===== src/rtl/trng_pkg.sv =====
// Shared constants and types for the TRNG consumer path.
package trng_pkg;

    localparam int unsigned TRNG_WORD_W     = 8;
    localparam int unsigned TRNG_FIFO_DEPTH = 4;
    localparam int unsigned TRNG_RCT_LIMIT  = 16;

    typedef logic [TRNG_WORD_W-1:0] trng_word_t;

endpackage


===== src/rtl/trng_word_fifo.sv =====
// Synchronous word FIFO. Storage is registered and the head is read straight from it.
// Pointers carry an extra wrap bit so that full and empty can be told apart.
module trng_word_fifo #(
    parameter int unsigned WIDTH = 8,
    parameter int unsigned DEPTH = 4
) (
    input  logic                       clk_i,
    input  logic                       rst_i,
    input  logic                       push_i,
    input  logic [WIDTH-1:0]           push_data_i,
    input  logic                       pop_i,
    output logic [WIDTH-1:0]           head_o,
    output logic                       empty_o,
    output logic                       full_o,
    output logic [$clog2(DEPTH+1)-1:0] level_o
);

    localparam int unsigned IDX_W = $clog2(DEPTH);
    localparam int unsigned PTR_W = IDX_W + 1;
    localparam int unsigned LVL_W = $clog2(DEPTH + 1);

    logic [WIDTH-1:0] mem_q [DEPTH];
    logic [PTR_W-1:0] wr_ptr_q;
    logic [PTR_W-1:0] rd_ptr_q;
    logic [PTR_W-1:0] used;
    logic             do_push;
    logic             do_pop;

    assign used    = wr_ptr_q - rd_ptr_q;
    assign empty_o = (wr_ptr_q == rd_ptr_q);
    assign full_o  = (wr_ptr_q[IDX_W] != rd_ptr_q[IDX_W]) &&
                     (wr_ptr_q[IDX_W-1:0] == rd_ptr_q[IDX_W-1:0]);
    assign level_o = LVL_W'(used);

    // Head reads as zero while empty so o_data is clean after reset and drain.
    assign head_o  = empty_o ? '0 : mem_q[rd_ptr_q[IDX_W-1:0]];

    // A pop frees a slot in the same cycle, so a push at full still lands.
    assign do_pop  = pop_i && !empty_o;
    assign do_push = push_i && (!full_o || do_pop);

    // Word storage; not reset, since the head is masked while empty.
    always_ff @(posedge clk_i) begin
        if (do_push) begin
            mem_q[wr_ptr_q[IDX_W-1:0]] <= push_data_i;
        end
    end

    // Read and write pointers.
    always_ff @(posedge clk_i) begin
        if (rst_i) begin
            wr_ptr_q <= '0;
            rd_ptr_q <= '0;
        end else begin
            if (do_push) begin
                wr_ptr_q <= wr_ptr_q + PTR_W'(1);
            end
            if (do_pop) begin
                rd_ptr_q <= rd_ptr_q + PTR_W'(1);
            end
        end
    end

endmodule


===== src/rtl/trng_word_packer.sv =====
// TRNG raw-bit consumer: repetition-count health test, LSB-first word packing,
// and a small output FIFO on a valid/ready interface with sticky error flags.
module trng_word_packer
    import trng_pkg::*;
#(
    parameter int unsigned WORD_W    = TRNG_WORD_W,
    parameter int unsigned DEPTH     = TRNG_FIFO_DEPTH,
    parameter int unsigned RCT_LIMIT = TRNG_RCT_LIMIT
) (
    input  logic                       clk,
    input  logic                       rst,
    input  logic                       i_valid,
    input  logic                       i_bit,
    input  logic                       i_clear,
    output logic [WORD_W-1:0]          o_data,
    output logic                       o_valid,
    input  logic                       i_ready,
    output logic [$clog2(DEPTH+1)-1:0] o_level,
    output logic                       o_overflow,
    output logic                       o_health_fail
);

    localparam int unsigned CNT_W = $clog2(WORD_W);
    localparam int unsigned RUN_W = $clog2(RCT_LIMIT + 1);

    logic [CNT_W-1:0]  bit_cnt_q;
    logic [RUN_W-1:0]  run_q;
    logic              last_bit_q;
    logic [WORD_W-1:0] partial_q;
    logic              overflow_q;
    logic              health_fail_q;

    logic              bit_in;
    logic [RUN_W-1:0]  run_next;
    logic              trip;
    logic              accept;
    logic [WORD_W-1:0] word_next;
    logic              word_done;
    logic              pop;
    logic              fifo_empty;
    logic              fifo_full;

    assign pop           = o_valid && i_ready;
    assign o_valid       = !fifo_empty;
    assign o_overflow    = overflow_q;
    assign o_health_fail = health_fail_q;

    // Run-length update, RCT trip detection and partial-word assembly.
    always_comb begin
        bit_in = i_valid && !i_clear && !health_fail_q;
        if ((run_q != '0) && (i_bit == last_bit_q)) begin
            run_next = (run_q == RUN_W'(RCT_LIMIT)) ? run_q : run_q + RUN_W'(1);
        end else begin
            run_next = RUN_W'(1);
        end
        trip               = bit_in && (run_next == RUN_W'(RCT_LIMIT));
        accept             = bit_in && !trip;
        word_next          = partial_q;
        word_next[bit_cnt_q] = i_bit;
        word_done          = accept && (bit_cnt_q == CNT_W'(WORD_W - 1));
    end

    // Packer, run counter and sticky flags; clear resets the same state as reset.
    always_ff @(posedge clk) begin
        if (rst || i_clear) begin
            bit_cnt_q     <= '0;
            run_q         <= '0;
            last_bit_q    <= 1'b0;
            partial_q     <= '0;
            overflow_q    <= 1'b0;
            health_fail_q <= 1'b0;
        end else begin
            if (bit_in) begin
                run_q      <= run_next;
                last_bit_q <= i_bit;
            end
            if (trip) begin
                // Tripping bit and the word in progress are both thrown away.
                health_fail_q <= 1'b1;
                bit_cnt_q     <= '0;
                partial_q     <= '0;
            end else if (word_done) begin
                bit_cnt_q <= '0;
                partial_q <= '0;
            end else if (accept) begin
                bit_cnt_q <= bit_cnt_q + CNT_W'(1);
                partial_q <= word_next;
            end
            if (word_done && fifo_full && !pop) begin
                overflow_q <= 1'b1;
            end
        end
    end

    trng_word_fifo #(
        .WIDTH (WORD_W),
        .DEPTH (DEPTH)
    ) u_fifo (
        .clk_i       (clk),
        .rst_i       (rst),
        .push_i      (word_done),
        .push_data_i (word_next),
        .pop_i       (pop),
        .head_o      (o_data),
        .empty_o     (fifo_empty),
        .full_o      (fifo_full),
        .level_o     (o_level)
    );

endmodule


===== config.mk =====
export PLATFORM = sky130hd
export DESIGN_NAME = trng_word_packer
export DESIGN_NICKNAME = d
export VERILOG_FILES = /design/src/rtl/trng_pkg.sv /design/src/rtl/trng_word_fifo.sv /design/src/rtl/trng_word_packer.sv
export SDC_FILE = /design/constraint.sdc
export NUM_CORES = 1
export LEC_CHECK = 0
export CAP_MARGIN = 10
export CORE_ASPECT_RATIO = 1.5
export CORE_MARGIN = 4
export CORE_UTILIZATION = 35
export CTS_CLUSTER_DIAMETER = 120
export DETAILED_ROUTE_END_ITERATION = 16
export SLEW_MARGIN = 0
export SYNTH_ARGS = -nofsm -noshare
export SYNTH_HDL_FRONTEND = slang
export SYNTH_SLANG_ARGS = --single-unit

===== constraint.sdc =====
create_clock -name clk -period 4.5 [get_ports clk]
set_input_delay 1.125 -clock clk [delete_from_list [all_inputs] [get_ports clk]]
set_output_delay 1.125 -clock clk [all_outputs]
set_load 0.01 [all_outputs]

* After elaboration in Yosys (flattened, before gate mapping)
Memories as Yosys holds them, arrays and structs flattened. A register that Yosys moved wholly into a read port is not among the register bits.
Cells that the tools add are included.
** Storage, ports and cells
- Register bits :: 25
- Latch bits :: 0
- RAM bits :: 32
- Bits in read-only memories :: 0
- Memories :: 1
** Cells by class
- Add/sub/neg operators :: 5
- $mul :: 0
- Divide/modulo/power cells :: 0
- Order comparisons :: 2
- Equality and inequality tests :: 7
- Shifts and indexed selects :: 0
- Mux-type cells :: 10
- Bitwise gates (word level) :: 0
- Reduce and logical (&&, ||, !) cells :: 23
** Memory list
- u_fifo.mem_q :: depth 4, bits a word 8, read ports 1, clocked after Yosys merged registers in 1, wr ports 1, line trng_word_fifo.sv:22 : logic [WIDTH-1:0] mem_q [DEPTH];
** Operators by type and width (number)
- logical AND 1 bit :: 13
- == test 5 bit, second input constant :: 2
- 2-to-1 mux 5 bit :: 2
- adder 3 x 1 -> 3 bit, second input constant :: 3
- bitwise mux 8 bit :: 1
- 2-to-1 mux 8 bit :: 1
- logical NOT 1 bit :: 6
- adder 5 x 1 -> 5 bit, second input constant :: 1
- nonzero test 5 bit :: 1
- < comparator 3 x 4 -> 1 bit, second input constant :: 1
- 2-to-1 mux 2 bit :: 2
- demux 1 bit (select 3 bit) :: 1
- == test 3 bit :: 1
- == test 3 bit, second input constant :: 1
- >= comparator 3 x 1 -> 1 bit, second input constant :: 1
- 2-to-1 mux 1 bit :: 3
- OR reduction 3 bit :: 1
- subtractor 3 bit :: 1
- == test 2 bit :: 1
- logical OR 1 bit :: 2
- == test 1 bit :: 1
- != test 1 bit :: 1

* Logic depth before layout (Yosys ltp)
Gate-level depths: netlist (run 1).
- Word-level depth :: 11
- Depth in mapped cells :: 10

* Hierarchy
From an unflattened synthesis (run 1), not the netlist that was laid out.
** Unflattened totals
- Cell total of the unflattened synthesis :: 224
- Area total of the unflattened synthesis :: 2836.5 um2
** Modules (own cells, without submodules)
- trng_word_fifo :: times used 1, cells each 107, area an instance 1755.4 um2, seq. area each 1121.1 um2
- trng_word_packer :: times used 1, cells each 117, area an instance 1081.0 um2, seq. area each 380.4 um2

* Worst setup path after synthesis (run 1)
OpenSTA, ideal clock, no wires.
- Path type :: flip-flop to output port
- Start point :: reg (tool-made name)
- End point :: out o_data[0]
- Arrival time :: 1448 ps
- Data required time :: 3375 ps
- Path slack :: 1927 ps
- Stages on the path, launching flop included :: 4
- Buffers on the path :: 1
- Path through :: dfxtp_1 clkbuf_1 mux4_2 and2_1
** RTL lines
- to (decl) :: line trng_word_packer.sv:15 : output logic [WORD_W-1:0] o_data,

* Final worst setup path (run 1)
- Start point :: in i_bit
- End point :: mem u_fifo.mem_q[1][0] (enable)
** Between the ends
- Longest elaborated chain between the ends :: 11
** Ends and longest elaborated chain
- from (decl) :: line trng_word_packer.sv:13 : input logic i_bit,
- == test 1 bit :: line trng_word_packer.sv:51 : if ((run_q != '0) && (i_bit == last_bit_q)) begin
- logical AND 1 bit :: line trng_word_packer.sv:51
- 2-to-1 mux 5 bit :: line trng_word_packer.sv:51
- == test 5 bit :: line trng_word_packer.sv:56 : trip = bit_in && (run_next == RUN_W'(RCT_LIMIT));
- logical AND 1 bit :: line trng_word_packer.sv:56
- logical NOT 1 bit :: line trng_word_packer.sv:57 : accept = bit_in && !trip;
- logical AND 1 bit :: line trng_word_packer.sv:57
- logical AND 1 bit :: line trng_word_packer.sv:60 : word_done = accept && (bit_cnt_q == CNT_W'(WORD_W - 1));
- logical AND 1 bit :: line trng_word_fifo.sv:40 : assign do_push = push_i && (!full_o || do_pop);
- 2-to-1 mux 1 bit :: line trng_word_fifo.sv:44 : if (do_push) begin
- 2-to-1 mux 1 bit (not written as such) :: line trng_word_fifo.sv:45 : mem_q[wr_ptr_q[IDX_W-1:0]] <= push_data_i;
- to (decl) :: line trng_word_fifo.sv:22
No other way between the ends.

==> metrics.md, run 1 <==
| Metric | Value |
|---|---|
| Max Clk Rate | `0.2918 GHz` |
| Die Area | `9545 µm²` |
| Top FF cell, synth | `edfxtp_1` |
| R2r startpoint | `run_q[0]$_SDFFE_PP0P_` |
| Max Cap Viol | `0` |
| Final Cycle Share | `0.7616` |
| Reg2Reg Setup Slack | `1.55 ns` |
| Area growth syn-to-layout | `19.79%` |
| Worst-path clk slew | `0.05 ns` |
| Pwr Density | `391.2 nW/µm²` |
| Syn nets | `245` |
| DR vias/cell | `4.957` |
| Core box area | `7710 µm²` |
| Synthesis Warnings | `0` |
| Critical path peak fanout | `14` |
| Synth Register Bits | `59` |
| Post-CTS Setup Inserts | `0` |
| Leading cell types in the layout, fill and taps excluded | `edfxtp_1, dfxtp_1, clkdlybuf4s50_1` |
| Dpl cell area | `3044 µm²` |
| DP Wirelength | `3739 µm` |
| Worst skew pair latency | `0.33 ns` |
| Nets | `259` |
| Status | `completed` |
| Pre-antenna DRT Iters | `4` |
| CTS H-tree lvls | `3` |
| Antenna viol nets, final | `0` |
| CTS Buf Count | `9` |
| Measured slew at the worst slew-check pin | `0.7886 ns` |
| Async set or reset register ratio after synthesis | `0` |
| Final hold viol count | `0` |
| Root Driver | `clkbuf_16` |
| Die width | `81.12 µm` |
| GPL Wtd Cong | `0.7696` |
| Peak VDD IR | `184.7 µV` |
| Gr usage total | `0.1267` |
| Via count | `1725` |
| Syn Std Cell Area | `2806 µm²` |
| Critical Path Start Type | `input port` |
| Worst EP required | `4.48 ns` |
| Diode count | `0` |
| Clk_skew | `0.004147 ns` |
| Critical Path Start | `i_bit` |
| Syn avg cell area | `12.36 µm²` |
| Setup TNS | `0 ns` |
| DRC errors left | `0` |
| Initial antenna violation count | `0` |
| Global route overflow | `0` |
| Largest net degree at the start of global routing | `15` |
| DRT iter0 DRCs | `101` |
| Netlist cell types | `45` |
| Vias in the first global route | `1804` |
| Starting Density | `0.3640` |
| Unrepaired setup endpoints after global routing | `false` |
| Min-delay src | `partial_q[1]$_SDFFE_PP0P_` |
| Number of flops mapped to enable cells by yosys | `32` |
| Row count | `39` |
| Slew headroom | `0.4724` |
| Setup crit end kind | `flip-flop` |
| I/O pins | `20` |
| Most common cell after layout, fill and taps aside | `edfxtp_1` |
| WL/cell | `14.90 µm` |
| First-pass GRT wire length | `9052 µm` |
| Post-CTS Hold Fix Bufs | `0` |
| Slew Limit Fails | `0` |
| TritonCTS clock tree | `built` |
| Tmin final | `3.427 ns` |
| CP arrival | `3.41 ns` |
| Pleak | `1.196 nW` |
| Hold Path Class | `flip-flop to flip-flop` |
| PortBufs | `19` |
| CTS Buffer Depth | `2` |
| Pwr Total | `0.001315 W` |
| Post-route cell area | `3362 µm²` |
| Sequential area share after synthesis | `0.5350` |
| CTS resizes | `0` |
| CP Class | `input port to flip-flop` |
| Share of cells above drive strength 1 | `0.1463` |
| Final wirelength | `5186 µm` |
| Clock sink count | `59` |
| Finish-stage setup viols | `0` |
| Post-Synthesis Cells | `227` |
| Die Ht | `117.7 µm` |
==> flip-flops by register name, indices dropped and copies added, names as in the netlist, named ones only <==
| signal | flops |
|---|---|
| bit_cnt_q | 3 |
| u_fifo.wr_ptr_q | 3 |
| o_overflow | 1 |
| partial_q | 8 |
| run_q | 5 |
| u_fifo.rd_ptr_q | 3 |
| u_fifo.mem_q | 32 |
| last_bit_q | 1 |
| o_health_fail | 1 |
==> cells by family (layout without fill, tap and decap cells) <==
group | count (synthesis) | after routing | synth area share
and+or+nand+nor | 74 | 74 | 0.1440
adders and majority gates | 12 | 12 | 0.05617
AOI/OAI and AO/OA | 32 | 32 | 0.09497
buffers and inverters | 25 | 44 | 0.04057
muxes | 19 | 19 | 0.1106
xor gates and xnor gates | 6 | 6 | 0.01873
DFF | 59 | 59 | 0.5350
==> stage by stage <==
| step | cells | setup slack, ns | hold WS [ns] | utilization |
|---|---|---|---|---|
| 6_report | 348 | 1.073 | 0.4588 | 0.4361 |
| 5_1_grt | 348 | 0.8905 | 0.4972 | 0.4361 |
| 4_1_cts | 348 | 1.050 | 0.4624 | 0.4361 |
| 3_5_place_dp | 332 | 0.7033 | 0.4504 | 0.3948 |
| 3_3_place_gp | 332 | 0.7785 | 0.4442 | 0.3948 |
| 2_1_floorplan | 227 | 1.927 | 0.4364 | - |
==> critical path: stages <==
cell             delay [ns]
clkdlybuf4s50_1        0.69
xor2_1                 0.41
a2111oi_4              0.10
a21oi_4                0.40
and3b_4                0.31
and2_1                 0.38
==> Yosys cell counts (all sizes together), types with 9 or more instances <==
| cell | count | area share |
|---|---|---|
| a32o | 10 | 0.036 |
| edfxtp | 32 | 0.34 |
| nand3 | 10 | 0.018 |
| dfxtp | 27 | 0.19 |
| inv | 9 | 0.012 |
| mux2 | 10 | 0.043 |
| a21oi | 9 | 0.020 |
| and2 | 11 | 0.025 |
| nand2 | 13 | 0.017 |
| ha | 11 | 0.049 |
| nor2 | 17 | 0.024 |
| clkbuf | 12 | 0.016 |
==> power by group <==
| part | internal, W | leakage (nW) | switching [W] |
|---|---|---|---|
| sequential | 0.000565 | 0.522 | 0.00000209 |
| clock | 0.000481 | 0.149 | 0.000237 |
| combinational | 0.0000112 | 0.525 | 0.0000192 |
==> cell type report <==
type | count | area [µm²]
fillers | 736 | 4348
flip-flops and latches | 59 | 1501
multi-input cells | 143 | 1191
clock buffers | 9 | 225.2
repair buffers | 19 | 190.2
well taps | 102 | 127.6
clock inverters | 7 | 92.59
inverters | 9 | 33.78
==> routing by layer <==
layer  global-route usage  wire [µm]
met1               0.1400       2149
met2               0.2124       2696
met3              0.03752        191
met4              0.06765        148
met5                    0          0
==> path summary, 6_finish.rpt <==
check	endpoint	cells past startpoint
min reg2reg	partial_q[1]$_SDFFE_PP0P_	1
max reg2reg	u_fifo.mem_q[1][0]$_DFFE_PP_	8
min	partial_q[1]$_SDFFE_PP0P_	1
max	u_fifo.mem_q[1][0]$_DFFE_PP_	6
Note: power is estimated with default switching activity, not from simulation.
==> inputs of run 2 (changes only) <==
- clock period: 4.5 -> 3.4 ns (I/O delays scaled with it)
==> metrics.md, run 2 (synthesis results as in run 1) <==
| Metric | Value |
|---|---|
| Status | `completed` |
| Antenna viol nets, final | `0 (unchanged)` |
| Max Cap Viol | `0 (unchanged)` |
| CP arrival | `2.20 ns (-1.21 ns)` |
| P_int | `0.001404 W (+33%)` |
| Die Ht | `117.7 µm (unchanged)` |
| DRC errors left | `0 (unchanged)` |
| Pwr Density | `513.3 nW/µm² (+31%)` |
| Pleak | `1.217 nW (+1.7%)` |
| Area growth syn-to-layout | `20.60%` |
| Row count | `39 (unchanged)` |
| Min-delay src | `partial_q[3]$_SDFFE_PP0P_` |
| First-pass GRT wire length | `8618 µm (-4.8%)` |
| Critical Path Start Type | `flip-flop` |
| PortBufs | `19 (unchanged)` |
| I/O pins | `20 (unchanged)` |
| Core box area | `7710 µm² (unchanged)` |
| CTS Buffer Depth | `2 (unchanged)` |
| Max FFs per register | `32 (unchanged)` |
| Initial antenna violation count | `0 (unchanged)` |
| Max Clk Rate | `0.3279 GHz` |
| Critical path peak fanout | `12 (-2)` |
| Starting Density | `0.3640 (unchanged)` |
| Unrepaired setup endpoints after global routing | `false` |
| Post-route cell area | `3385 µm² (+0.67%)` |
| Tmin final | `3.050 ns` |
| Leading cell types in the layout, fill and taps excluded | `edfxtp_1, dfxtp_1, clkdlybuf4s50_1` |
| DRT iter0 DRCs | `107 (+5.9%)` |
| TritonCTS clock tree | `built` |
| Finished Core Util | `0.4390 (+0.002921)` |
| Clk_skew | `0.004872 ns (+0.0007251 ns)` |
| GPL Wtd Cong | `0.7943 (+3.2%)` |
| Pwr Total | `0.001737 W (+32%)` |
| Slew Limit Fails | `0 (unchanged)` |
| DR vias/cell | `4.989 (+0.64%)` |
| Pre-antenna DRT Iters | `4 (unchanged)` |
| Peak VDD IR | `292.9 µV (+59%)` |
| Largest net degree at the start of global routing | `13 (-2)` |
| Post-CTS Setup Inserts | `0 (unchanged)` |
| Via count | `1756 (+1.8%)` |
| Clock sink count | `59 (unchanged)` |
| Switching Share | `0.1920 (-0.003972)` |
| Finish-stage setup viols | `0 (unchanged)` |
| WL/cell | `14.65 µm (-1.7%)` |
| CP Class | `flip-flop to output pin` |
| Reg2Reg Setup Slack | `0.73 ns (-0.82 ns)` |
| Die Area | `9545 µm² (unchanged)` |
| Setup TNS | `0 ns (unchanged)` |
| Fillers | `740 (+0.54%)` |
| Root Driver | `clkbuf_16` |
| Seq pwr share | `0.432 (about the same)` |
| Worst R2R End | `u_fifo.mem_q[1][2]$_DFFE_PP_` |
| Dpl cell area | `3074 µm² (+0.99%)` |
| Final Cycle Share | `0.8971` |
| Comb pwr share | `0.026 (+0.003)` |
| Most common cell after layout, fill and taps aside | `edfxtp_1` |
| CTS H-tree lvls | `3 (unchanged)` |
| CTS resizes | `0 (unchanged)` |
| Global route overflow | `0 (unchanged)` |
| WHS Path Cells | `1 (unchanged)` |
| R2r startpoint | `run_q[0]$_SDFFE_PP0P_` |
| Gr usage total | `0.1204 (-0.006212)` |
| Clock power frac | `0.542 (-0.004)` |
| Worst skew pair latency | `0.33 ns (about the same)` |
| Die width | `81.12 µm (unchanged)` |
| Diode count | `0 (unchanged)` |
| Slew headroom | `0.6581 (+0.1857)` |
| Share of cells above drive strength 1 | `0.1560 (+0.009659)` |
| Vias in the first global route | `1743 (-3.4%)` |
| Final hold viol count | `0 (unchanged)` |
| Worst hold slack | `0.4608 ns (+0.001994 ns)` |
| Worst EP required | `2.55 ns (-1.93 ns)` |
| Hold Path End | `partial_q[3]$_SDFFE_PP0P_` |
| DP Wirelength | `3730 µm (-0.22%)` |
| CTS Buf Count | `9 (unchanged)` |
| Nets | `263 (+1.5%)` |
| Switching component of the power | `0.0003336 W (+29%)` |
| Post-CTS Hold Fix Bufs | `0 (unchanged)` |
| Hold Path Class | `flip-flop to flip-flop` |
| Measured slew at the worst slew-check pin | `0.5122 ns (-0.2764 ns)` |
| Setup crit end kind | `output pin` |
| Worst-path clk slew | `0.05 ns (about the same)` |
| R2R depth | `8 (unchanged)` |
| Final wirelength | `5156 µm (-0.58%)` |
## run 2: cell types whose count changed in the layout (fill, tap and decap cells not counted), sizes merged
| cell | before | now |
|---|---|---|
| buf | 0 | 4 |
| clkbuf | 9 | 11 |
| clkinv | 3 | 2 |
| clkinvlp | 2 | 1 |
## run 2: worst max-delay path by stage
stage	from	endpoint	slack [ns]	cells past startpoint
final	u_fifo.wr_ptr_q[0]$_SDFFE_PP0P_	o_data[5]	0.35	5
after detailed placement	i_bit	u_fifo.mem_q[1][4]$_DFFE_PP_	0.37	6
after global placement	i_bit	u_fifo.mem_q[1][5]$_DFFE_PP_	0.43	6
after global routing	u_fifo.wr_ptr_q[0]$_SDFFE_PP0P_	o_data[3]	0.17	5
after CTS	u_fifo.wr_ptr_q[0]$_SDFFE_PP0P_	o_data[4]	0.26	5
after floorplan	run_q[0]$_SDFFE_PP0P_	u_fifo.mem_q[0][0]$_DFFE_PP_	1.07	9
## run 2: power by group through the flow
stage          sequential (W)  combinational (W)  clock (W)
6_report             0.000751          0.0000454   0.000941
5_1_grt              0.000750          0.0000491   0.000993
4_1_cts              0.000750          0.0000454   0.000956
3_5_place_dp         0.000765          0.0000448          0
3_3_place_gp         0.000765          0.0000438          0
2_1_floorplan        0.000763          0.0000301          0
## run 2: per-stage QoR
stage	std cells	setup WS [ns]
after global placement	336	0.4320
after floorplan	227	1.072
after CTS	352	0.2624
final	352	0.3500
after detailed placement	336	0.3741
after global routing	352	0.1734
## run 2: area by class of cell
| class | count | area, µm² | share of cell area |
|---|---|---|---|
| Inverter | 9 | 33.78 | 0.009982 |
| Multi-Input combinational cell | 143 | 1191 | 0.3519 |
| Clock inverter | 5 | 77.57 | 0.02292 |
| Sequential cell | 59 | 1501 | 0.4436 |
| Clock buffer | 11 | 232.7 | 0.06876 |
| Tap cell | 102 | 127.6 | 0.03771 |
| Timing Repair Buffer | 23 | 220.2 | 0.06506 |
## run 2: critical path, cell delays in order (launching register included)
cell and delay, ns:
dfxtp_1 0.38, inv_1 0.11, ha_1 0.33, nand3_1 0.31, and2_1 0.26, clkdlybuf4s50_1 0.48
## run 2: layer usage
| metal | share of wire | GRT usage |
|---|---|---|
| met2 | 0.52 | 0.1944 |
| met4 | 0.030 | 0.07505 |
| met3 | 0.034 | 0.03522 |
| met1 | 0.42 | 0.1356 |
| met5 | 0 | 0 |
